$ cat config.mk
export PLATFORM = sky130hd
export DESIGN_NAME = ioctl_tx
export DESIGN_NICKNAME = d
export VERILOG_FILES = /design/src/rtl/ioctl_tx.sv
export SDC_FILE = /design/constraint.sdc
export NUM_CORES = 1
export LEC_CHECK = 0
export CAP_MARGIN = 10
export CORE_MARGIN = 3
export CORE_UTILIZATION = 43
export CTS_CLUSTER_SIZE = 30
export DETAILED_ROUTE_END_ITERATION = 16
export GPL_TIMING_DRIVEN = 1
export PLACE_DENSITY_LB_ADDON = 0.12
export SLEW_MARGIN = 20
export SYNTH_ARGS = -nofsm -noshare
export SYNTH_HDL_FRONTEND = slang
export SYNTH_SLANG_ARGS = --single-unit
$ cat constraint.sdc
create_clock -name clk_sys -period 2.55 [get_ports clk_sys]
set_input_delay 0.6375 -clock clk_sys [delete_from_list [all_inputs] [get_ports clk_sys]]
set_output_delay 0.6375 -clock clk_sys [all_outputs]
set_load 0.02 [all_outputs]
$ cat src/rtl/ioctl_tx.sv
// rtl/ioctl_tx.sv - ioctl ROM-download transmitter, paced writes from a byte stream
// Optional running checksum built only when IOCTL_TX_CHECKSUM_EN is defined.
module ioctl_tx #(
    parameter int ADDR_W      = 25,
    parameter int WR_GAP      = 2,
    parameter int TAIL_CYCLES = 16
) (
    input  logic              clk_sys,
    input  logic              reset,
    input  logic              start,
    input  logic [ADDR_W-1:0] len,
    input  logic              abort,
    input  logic [7:0]        s_data,
    input  logic              s_valid,
    output logic              s_ready,
    output logic              ioctl_download,
    output logic              ioctl_wr,
    output logic [ADDR_W-1:0] ioctl_addr,
    output logic [7:0]        ioctl_dout,
    output logic              busy,
    output logic              done,
    output logic [7:0]        checksum
);

    localparam logic [7:0] GAP_LOAD  = 8'(WR_GAP - 1);
    localparam logic [7:0] TAIL_LOAD = 8'(TAIL_CYCLES - 1);

    typedef enum logic [2:0] {
        S_IDLE,
        S_ARM,
        S_FETCH,
        S_WRITE,
        S_GAP,
        S_TAIL
    } state_t;

    state_t            state_q, state_d;
    logic [ADDR_W-1:0] rem_q, rem_d;
    logic [ADDR_W-1:0] addr_q, addr_d;
    logic [ADDR_W-1:0] ioctl_addr_q, ioctl_addr_d;
    logic [7:0]        dout_q, dout_d;
    logic [7:0]        cnt_q, cnt_d;
    logic              done_q, done_d;

    always_ff @(posedge clk_sys) begin
        if (reset) begin
            state_q      <= S_IDLE;
            rem_q        <= '0;
            addr_q       <= '0;
            ioctl_addr_q <= '0;
            dout_q       <= 8'h00;
            cnt_q        <= 8'h00;
            done_q       <= 1'b0;
        end else begin
            state_q      <= state_d;
            rem_q        <= rem_d;
            addr_q       <= addr_d;
            ioctl_addr_q <= ioctl_addr_d;
            dout_q       <= dout_d;
            cnt_q        <= cnt_d;
            done_q       <= done_d;
        end
    end

    always_comb begin
        state_d      = state_q;
        rem_d        = rem_q;
        addr_d       = addr_q;
        ioctl_addr_d = ioctl_addr_q;
        dout_d       = dout_q;
        cnt_d        = cnt_q;
        done_d       = 1'b0;
        case (state_q)
            S_IDLE: begin
                if (start) begin
                    state_d = S_ARM;
                    rem_d   = len;
                    addr_d  = '0;
                end
            end
            S_ARM: begin
                if (rem_q == '0) begin
                    state_d = S_TAIL;
                    cnt_d   = TAIL_LOAD;
                end else begin
                    state_d = S_FETCH;
                end
            end
            S_FETCH: begin
                // Abort suppresses the handshake so no byte is consumed on the way out.
                if (s_valid && !abort) begin
                    state_d      = S_WRITE;
                    dout_d       = s_data;
                    ioctl_addr_d = addr_q;
                end
            end
            S_WRITE: begin
                addr_d = addr_q + ADDR_W'(1);
                rem_d  = rem_q - ADDR_W'(1);
                if (rem_q == ADDR_W'(1)) begin
                    state_d = S_TAIL;
                    cnt_d   = TAIL_LOAD;
                end else if (WR_GAP == 0) begin
                    state_d = S_FETCH;
                end else begin
                    state_d = S_GAP;
                    cnt_d   = GAP_LOAD;
                end
            end
            S_GAP: begin
                if (cnt_q == 8'h00) state_d = S_FETCH;
                else                cnt_d   = cnt_q - 8'd1;
            end
            S_TAIL: begin
                if (cnt_q == 8'h00) begin
                    state_d = S_IDLE;
                    done_d  = 1'b1;
                end else begin
                    cnt_d = cnt_q - 8'd1;
                end
            end
            default: state_d = S_IDLE;
        endcase
        if (abort && state_q != S_IDLE) begin
            state_d = S_IDLE;
            done_d  = 1'b0;
        end
    end

    always_comb begin
        s_ready        = (state_q == S_FETCH) && !abort;
        ioctl_download = (state_q != S_IDLE);
        busy           = (state_q != S_IDLE);
        ioctl_wr       = (state_q == S_WRITE);
        ioctl_addr     = ioctl_addr_q;
        ioctl_dout     = dout_q;
        done           = done_q;
    end

`ifdef IOCTL_TX_CHECKSUM_EN
    logic [7:0] csum_q, csum_d;

    always_comb begin
        csum_d = csum_q;
        if (state_q == S_IDLE && start) csum_d = 8'h00;
        else if (state_q == S_WRITE)    csum_d = csum_q + dout_q;
    end

    always_ff @(posedge clk_sys) begin
        if (reset) csum_q <= 8'h00;
        else       csum_q <= csum_d;
    end

    assign checksum = csum_q;
`else
    assign checksum = 8'h00;
`endif

endmodule
-- Word level (Yosys, flattened, before mapping)
Cells that the tools add are included.
- flip-flop bits (word level): 95
- latch bits: 0
- bits in writable memories: 0
- bits in read-only memories: 0
- input port bits: 38
- output and inout bits: 46
- logic and storage cells: 56
- memories kept: 0
- add/sub/neg operators: 3
- multipliers: 0
- divide/modulo/power cells: 0
- $lt $le $gt $ge: 0
- eq/ne operators: 12
- shift-type cells: 0
- muxes and demuxes: 16
- bitwise logic cells: 1
- reduce and logical (&&, ||, !) cells: 17
- operators with widths (kind ; count):
    $pmux W25 S2 ; 2
    $mux W25 ; 2
    $add A25 B1 Y25 const B ; 1
    $eq A25 B1 Y1 const B ; 1
    $logic_not A25 Y1 ; 1
    $sub A25 B1 Y25 const B ; 1
    $pmux W8 S3 ; 1
    $pmux W3 S6 ; 1
    $mux W8 ; 2
    $mux W3 ; 5
    $ne A2 B2 Y1 const B ; 6
    $logic_not A8 Y1 ; 1
    $sub A8 B1 Y8 const B ; 1
    $eq A3 B2 Y1 const B ; 2
    $eq A3 B3 Y1 const B ; 2
    $reduce_bool A3 Y1 ; 2
    $mux W4 ; 1
    $reduce_and A2 Y1 ; 2
    $reduce_and A4 Y1 ; 1
    $reduce_or A2 Y1 ; 2
    $eq A3 B1 Y1 const B ; 1
    $logic_and A1 B1 Y1 ; 3
    $logic_not A3 Y1 ; 1
    $reduce_and A3 Y1 ; 1
    other kinds (5) ; 6

-- Longest topological paths before layout
Gate-level depths: netlist of the first run.
- depth in word-level cells: 4
- depth in mapped cells: 8
- mapped depth without buffers: 7

-- Worst setup path after synthesis of the first run
No wires, ideal clock.
- path type: register to register
- start point: register state_q[1]
- end point: register ioctl_addr_q[11], in the netlist ioctl_addr[11]
- library setup time: 0.070 ns
- data arrival time: 2.253 ns
- data required time: 2.480 ns
- setup slack: 0.226 ns
- stages on the path, launching flop included: 9
- path buffers: 3
- period minus slack after synthesis: 2.324 ns
- cells stage by stage: dfxtp_1 > buf_2 > inv_1 > nor4_1 > and2_1 > clkbuf_1 > clkbuf_1 > nand2_1 > a21oi_1
- word-level cells in the longest chain between the ends: 2
- RTL lines (element ; RTL line ; text):
    start: declaration ; 37 ; state_t state_q, state_d;
    start signal: assignment ; 55 ; state_q <= state_d;
    $eq A3 B2 Y1 ; 73 ; case (state_q)
    $reduce_and A2 Y1 (no source line) ; n/a ;
    end signal: assignment ; 58 ; ioctl_addr_q <= ioctl_addr_d;
    end: declaration ; 40 ; logic [ADDR_W-1:0] ioctl_addr_q, ioctl_addr_d;
Every way passes these cells.
A chain may end at the register's enable or synchronous reset.

-- Worst setup path in the final report of the first run
- start point: register state_q[1]
- end point: output port ioctl_wr
- word-level cells in the longest chain between the ends: 1
- RTL lines (element ; RTL line ; text):
    $eq A3 B2 Y1 ; 134 ; ioctl_wr = (state_q == S_WRITE);
    end: declaration ; 17 ; output logic ioctl_wr,
Every way passes these cells.

==> results of run 1 <==
==> where the power goes <==
| group | switching [mW] | internal, mW | leakage (nW) |
|---|---|---|---|
| Combinational | 0.375 | 0.277 | 1.21 |
| Sequential | 0.0616 | 1.53 | 0.770 |
| Clock | 0.517 | 0.607 | 0.114 |
| Total | 0.954 | 2.42 | 2.10 |
==> worst max-delay path, stage by stage, from the launching register on <==
cell and delay (ps):
dfxtp_1 420, nand3b_1 210, inv_1 190, clkdlybuf4s50_1 630
==> worst max path at each step <==
stage / to / slack (ps) / cells past startpoint
2_1_floorplan: ioctl_addr[11] / 230 / 8
3_3_place_gp: s_ready / -60 / 3
3_5_place_dp: s_ready / -140 / 3
4_1_cts: ioctl_wr / 8 / 3
5_1_grt: rem_q[24] / 20 / 9
6_report: ioctl_wr / 110 / 3
==> state kept, by name (all words and copies together) (netlist names) <==
| name | count |
|---|---|
| done | 1 |
| addr_q | 25 |
| ioctl_dout | 8 |
| cnt_q | 8 |
| state_q | 3 |
| rem_q | 25 |
| ioctl_addr | 25 |
==> kinds of logic after synthesis <==
family	Yosys count
mux	11
compound gates	164
xor+xnor	1
simple gates	271
fa+ha+maj	5
flops	95
buf+inv	59
other cells	1
==> per-layer routing <==
layer	wire length, um	global-route usage, %
met1	6140	27.6
met4	112	4.95
met5	0	0
met2	5840	32.2
met3	475	3.71
==> layout make-up <==
class                           instances  area (sq um)  share of cell area [%]
Multi-Input combinational cell        460          2640                    44.2
Sequential cell                        95          1900                    31.8
Timing Repair Buffer                  101           982                    16.4
Tap cell                              136           170                    2.85
Clock buffer                           13           159                    2.66
Clock inverter                          3          65.1                    1.09
Inverter                               15          56.3                   0.942
==> stage by stage <==
step           std cells  power [mW]
2_1_floorplan        614        2.03
3_3_place_gp         807        2.26
3_5_place_dp         807        2.27
4_1_cts              823        3.40
5_1_grt              823        3.52
6_report             823        3.37
==> cells in the mapped netlist, drive strengths merged (7+ instances only) <==
cell	number
a31oi	10
or3	8
o21ai	16
nor3	24
inv	15
nand2	102
a21oi	75
buf	12
or4	12
nand4	7
clkbuf	32
o211ai	9
nor4	13
nand3	24
nor2	44
dfxtp	95
==> timing repair <==
| item | 4_1_cts | 5_1_grt |
|---|---|---|
| resized for setup | 1 | 3 |
| endpoints found under the setup margin | 1 | 3 |
| gates cloned | 0 | 0 |
| pin swaps | 0 | 1 |
==> metrics.yaml, run 1 <==
outcome:
  status: "finished clean"
finish:
  final_area_sq_um: 5980
  areaGrowthSynthToFinish_pct: 25.4
  fill_cells: 1028
  antenna_cells: 0
  final_nets: 725
  fin_util_pct: 56.6
  final_layout_size_suffix_gt1_share_pct: 8.88
  final_common_cell: "nand2_1"
  layout.cells.most_common_list: "nand2_1, dfxtp_1, a21oi_1"
clocking:
  cts_root_buffer: "clkbuf_8"
  cts_buffers: 9
  clock-sinks: 95
  cts_max_path_buffers: 2
  clk_latency_ps: 360
  htree_levels: 3
  tritoncts: "yes"
  post_cts_buffers: 0
  cts.clk_slew.worst_paths_ps: 100
  cts_hold_buf: 0
timing:
  setup_viol: 0
  fmax_mhz: 410
  worst_pin_slew_ps: 633
  rsz0062_at_grt: "no"
  whs_ps: 457
  final-max-slew-violation-count: 0
  fin_setup_tns_ps: 0
  post-route-min-period_ps: 2440
  skew_ps: 13.1
  max-slew-margin-rel_pct: 57.8
  fin_crit_sh_pct: 95.5
  setup_slack_ps: 113
  finalHoldViolations: 0
floorplanning:
  ios: 84
  start_util_pct: 45.1
  die_w_um: 111
  die_area_sq_um: 12400
  num_rows: 37
  core-area_sq_um: 10600
  die-height_um: 111
hold_path:
  holdCritStartpoint: "ioctl_addr[17]"
  hold_path_depth: 2
  min_to: "ioctl_addr[17]"
  hp-class: "flip-flop to flip-flop"
global_routing:
  grt_max_degree: 70
  grt_pass1_vias: 4391
  grt_overflow: 0
  grt_pass1_wl_um: 21200
  antenna_found_initial: 0
  track_usage_pct: 20.0
synthesis:
  synth-edff-count: 0
  syn_avg_cell_area_sq_um: 7.85
  synth_cells: 607
  yosysTopAreaCellShare_pct: 39.9
  yosys_most_used_dff: "dfxtp_1"
  synthDistinctLibCells: 61
  synth_area_leaders: "dfxtp_1, nand2_1, a21oi_1, nor2_1, nand3_1"
  synthXorXnorAreaFrac_pct: 0.184
  synthMuxAreaShare_pct: 2.47
  yosysWarnings: 0
  yosys.area.top_type: "dfxtp_1"
  synth_top_family_by_area: "simple AND/OR/NAND/NOR gates"
  yosys_register_bits: 95
  synth-async-reset-ratio_pct: 0
  seq_area_frac_synth_pct: 39.9
  synth_fa_ha_area_share_pct: 1.31
  syn-cell-area_sq_um: 4760
  synth-compound-area-share_pct: 21.6
  synthSimpleGateAreaFrac_pct: 29.0
setup_path:
  r2r_slack_ps: 180
  crit_start: "state_q[1]"
  cp.arrival_ps: 1800
  cp_data_required_time_ps: 1910
  r2r_start: "rem_q[0]"
  startpoint_type: "flip-flop"
  worst_setup_path_end_kind: "output pin"
  r2r-end: "cnt_q[0]"
  rr_worst_depth: 7
  path_max_fanout: 4
  crit_type: "flip-flop to output pin"
routing:
  wl_per_cell_um: 15.3
  num_vias: 4660
  drt_iter0_markers: 324
  drtPass1Iterations: 5
  drcViolationCount: 0
  antenna_left: 0
  routed_wl_um: 12600
  via_per_inst: 5.66
power_and_ir_drop:
  power_density_nw_per_um2: 564
  p_leak_nw: 2.10
  vdd_drop_max_mv: 0.373
placed_design:
  place_congestion: 0.846
  dpl.hpwl_um: 8790
  post-place-ws_ps: -140
  io_buffers: 75
  place_area_sq_um: 5750
job:
  max_cap_violations: 0
Note: power is estimated with default switching activity, not from simulation.
==> run 2, diff against run 1 <==
--- a/config.mk
+++ b/config.mk
@@ -6,8 +6,11 @@
 export NUM_CORES = 1
 export LEC_CHECK = 0
 export CAP_MARGIN = 10
+export CELL_PAD_IN_SITES_DETAIL_PLACEMENT = 1
+export CELL_PAD_IN_SITES_GLOBAL_PLACEMENT = 1
 export CORE_MARGIN = 3
-export CORE_UTILIZATION = 43
+export CORE_UTILIZATION = 39
+export CTS_BUF_LIST = sky130_fd_sc_hd__clkbuf_16
 export CTS_CLUSTER_SIZE = 30
 export DETAILED_ROUTE_END_ITERATION = 16
 export GPL_TIMING_DRIVEN = 1
==> run 2 against run 1 <==
  * Sequential share of layout area is 0.36 points lower
  * Sequential power hardly changed
  * Cell area up 1.1%
  * Sequential cell count unchanged
  * Largest power group unchanged
  * Total power rose by 4.3%
  * Non-clock buffer count up 1
  * Critical endpoint unchanged
  * Routed wire length rose by 12%
==> metrics.yaml, run 2 (synthesized netlist as in run 1, its figures left out) <==
outcome:
  status: "finished clean"
placed_design:
  post-place-ws_ps: -263  # -122 ps
  io_buffers: 75  # unchanged
  dpl.hpwl_um: 9910  # +13%
  place_congestion: 0.832  # -1.7%
  dp.cells: 814  # +0.87%
timing:
  fin_crit_sh_pct: 96.5  # +0.99 points
  post-route-min-period_ps: 2460  # +25.2 ps
  setup_viol: 0  # unchanged
  rsz0062_at_grt: "no"
  skew_ps: 4.73  # -8.33 ps
  final-max-slew-violation-count: 0  # unchanged
  fmax_mhz: 406  # -1.0%
  max-slew-margin-rel_pct: 67.7  # +9.9 points
  finalHoldViolations: 0  # unchanged
  worst_pin_slew_ps: 471  # -161 ps
  fin_setup_tns_ps: 0  # unchanged
  setup_slack_ps: 88.3  # -25.2 ps
global_routing:
  grt_overflow: 0  # unchanged
  grt_pass1_vias: 4824  # +9.9%
  track_usage_pct: 21.3  # +1.3 points
  grt_pass1_wl_um: 23400  # +10%
  antenna_found_initial: 0  # unchanged
  grt_max_degree: 73  # +4.3%
power_and_ir_drop:
  p_leak_nw: 2.11  # +0.68%
  power_density_nw_per_um2: 582  # +3.2%
  vdd_drop_max_mv: 0.343  # -7.8%
floorplanning:
  num_rows: 39  # +5.4%
  die_w_um: 117  # +4.7%
  ios: 84  # unchanged
  die_area_sq_um: 13600  # +9.7%
  start_util_pct: 40.9  # -4.3 points
  die-height_um: 117  # +4.7%
  core-area_sq_um: 11700  # +10%
setup_path:
  r2r_start: "rem_q[15]"
  crit_type: "flip-flop to output pin"
  worst_setup_path_end_kind: "output pin"
  cp_data_required_time_ps: 1910  # about the same
  cp.arrival_ps: 1820  # +20 ps
  slowest_stage: "clkdlybuf4s50_1"
  crit_start: "state_q[1]"
  cp_slowest_stage_delay_ps: 610  # -20 ps
  path_max_fanout: 5  # +1
  cp_cell_sequence: "nand3b_1 > buf_4 > inv_1 > clkdlybuf4s50_1"
  startpoint_type: "flip-flop"
clocking:
  htree_levels: 3  # unchanged
  cts_hold_buf: 0  # unchanged
  clock-sinks: 95  # unchanged
  tritoncts: "yes"
  cts_buffers: 9  # unchanged
  clk_latency_ps: 350  # about the same
  cts_root_buffer: "clkbuf_16"
  cts.clk_slew.worst_paths_ps: 70  # -30 ps
  cts_max_path_buffers: 2  # unchanged
routing:
  antenna_left: 0  # unchanged
  wl_per_cell_um: 16.9  # +11%
  routed_wl_um: 14000  # +12%
  drtPass1Iterations: 4  # -1
  drcViolationCount: 0  # unchanged
  num_vias: 4764  # +2.2%
  drt_iter0_markers: 208  # -36%
  via_per_inst: 5.74  # +1.4%
finish:
  fill_cells: 1436  # +40%
  layout.cells.most_common_list: "nand2_1, dfxtp_1, a21oi_1"
  areaGrowthSynthToFinish_pct: 26.8
  final_common_cell: "nand2_1"
  final_cells: 830  # +0.85%
  antenna_cells: 0  # unchanged
  final_nets: 726  # +0.14%
  final_layout_size_suffix_gt1_share_pct: 9.32  # +0.44 points
job:
  max_cap_violations: 0  # unchanged
hold_path:
  holdCritStartpoint: "ioctl_addr[22]"
  hp-class: "flip-flop to flip-flop"
==> run 2: cell count changes in the layout (fill, tap and decap cells not counted), sizes merged <==
cell / previous run / this run
buf: 27 / 28
bufinv: 2 / 0
clkbuf: 13 / 9
clkinv: 1 / 3
clkinvlp: 0 / 2
inv: 15 / 16
==> run 2: cell type report <==
type                            instances  area [sq um]  area share (%)
Sequential cell                        95          1900            31.5
Multi-Input combinational cell        460          2660            44.1
Clock buffer                            9           225            3.73
Clock inverter                          6          40.0           0.663
Tap cell                              143           179            2.96
Timing Repair Buffer                  102           977            16.2
Inverter                               15          56.3           0.932
==> run 2: stage by stage <==
step,power [mW],cell area (sq um),hold WS (ps),util (%)
floorplan,2.03,4790,432,-
global placement,2.26,5740,442,49.2
detailed placement,2.29,5740,449,49.2
CTS,3.53,6020,458,51.6
global route,3.68,6040,476,51.8
finish,3.51,6040,454,51.8
==> run 2: worst paths after layout <==
path	slack (ps)	end	cells past startpoint
hold reg to reg	450	ioctl_addr[22]	2
setup / recovery	90	ioctl_wr	4
setup reg to reg	190	cnt_q[2]	5
hold / removal	450	ioctl_addr[22]	2
==> run 2: per-layer routing <==
layer / up-vias / wire (um) / global-route usage, % / share of wire, %
met5: - / 0 / 0 / 0
met1: 2316 / 6820 / 28.3 / 49
li1: 2361 / - / - / -
met2: 75 / 6580 / 35.5 / 47
met3: 12 / 457 / 3.21 / 3.3
met4: 0 / 177 / 6.80 / 1.3
==> run 2: worst max-delay path: cells and delay by family, from the launching register on <==
kind | cells | cell delay [ps]
buf+inv | 3 | 880
flops | 1 | 470
simple gates | 1 | 120
==> run 2: what timing repair did <==
item / in CTS / in global routing
setup buffers: 1 / 0
resized for setup: 2 / 5
setup endpoints to repair: 2 / 9
pin swaps: 1 / 0
==> run 2: power breakdown <==
part / internal (mW) / total [mW] / switching [mW]
clock: 0.653 / 1.25 / 0.593
combinational: 0.280 / 0.671 / 0.390
sequential: 1.53 / 1.60 / 0.0650
==> run 3, diff against run 2 <==
--- a/config.mk
+++ b/config.mk
@@ -13,9 +13,10 @@
 export CTS_BUF_LIST = sky130_fd_sc_hd__clkbuf_16
 export CTS_CLUSTER_SIZE = 30
 export DETAILED_ROUTE_END_ITERATION = 16
+export GPL_ROUTABILITY_DRIVEN = 0
 export GPL_TIMING_DRIVEN = 1
 export PLACE_DENSITY_LB_ADDON = 0.12
-export SLEW_MARGIN = 20
+export SLEW_MARGIN = 40
 export SYNTH_ARGS = -nofsm -noshare
 export SYNTH_HDL_FRONTEND = slang
 export SYNTH_SLANG_ARGS = --single-unit
==> results of run 3 <==
Same layout as run 2: the final DEF is identical, and so are final timing and power.
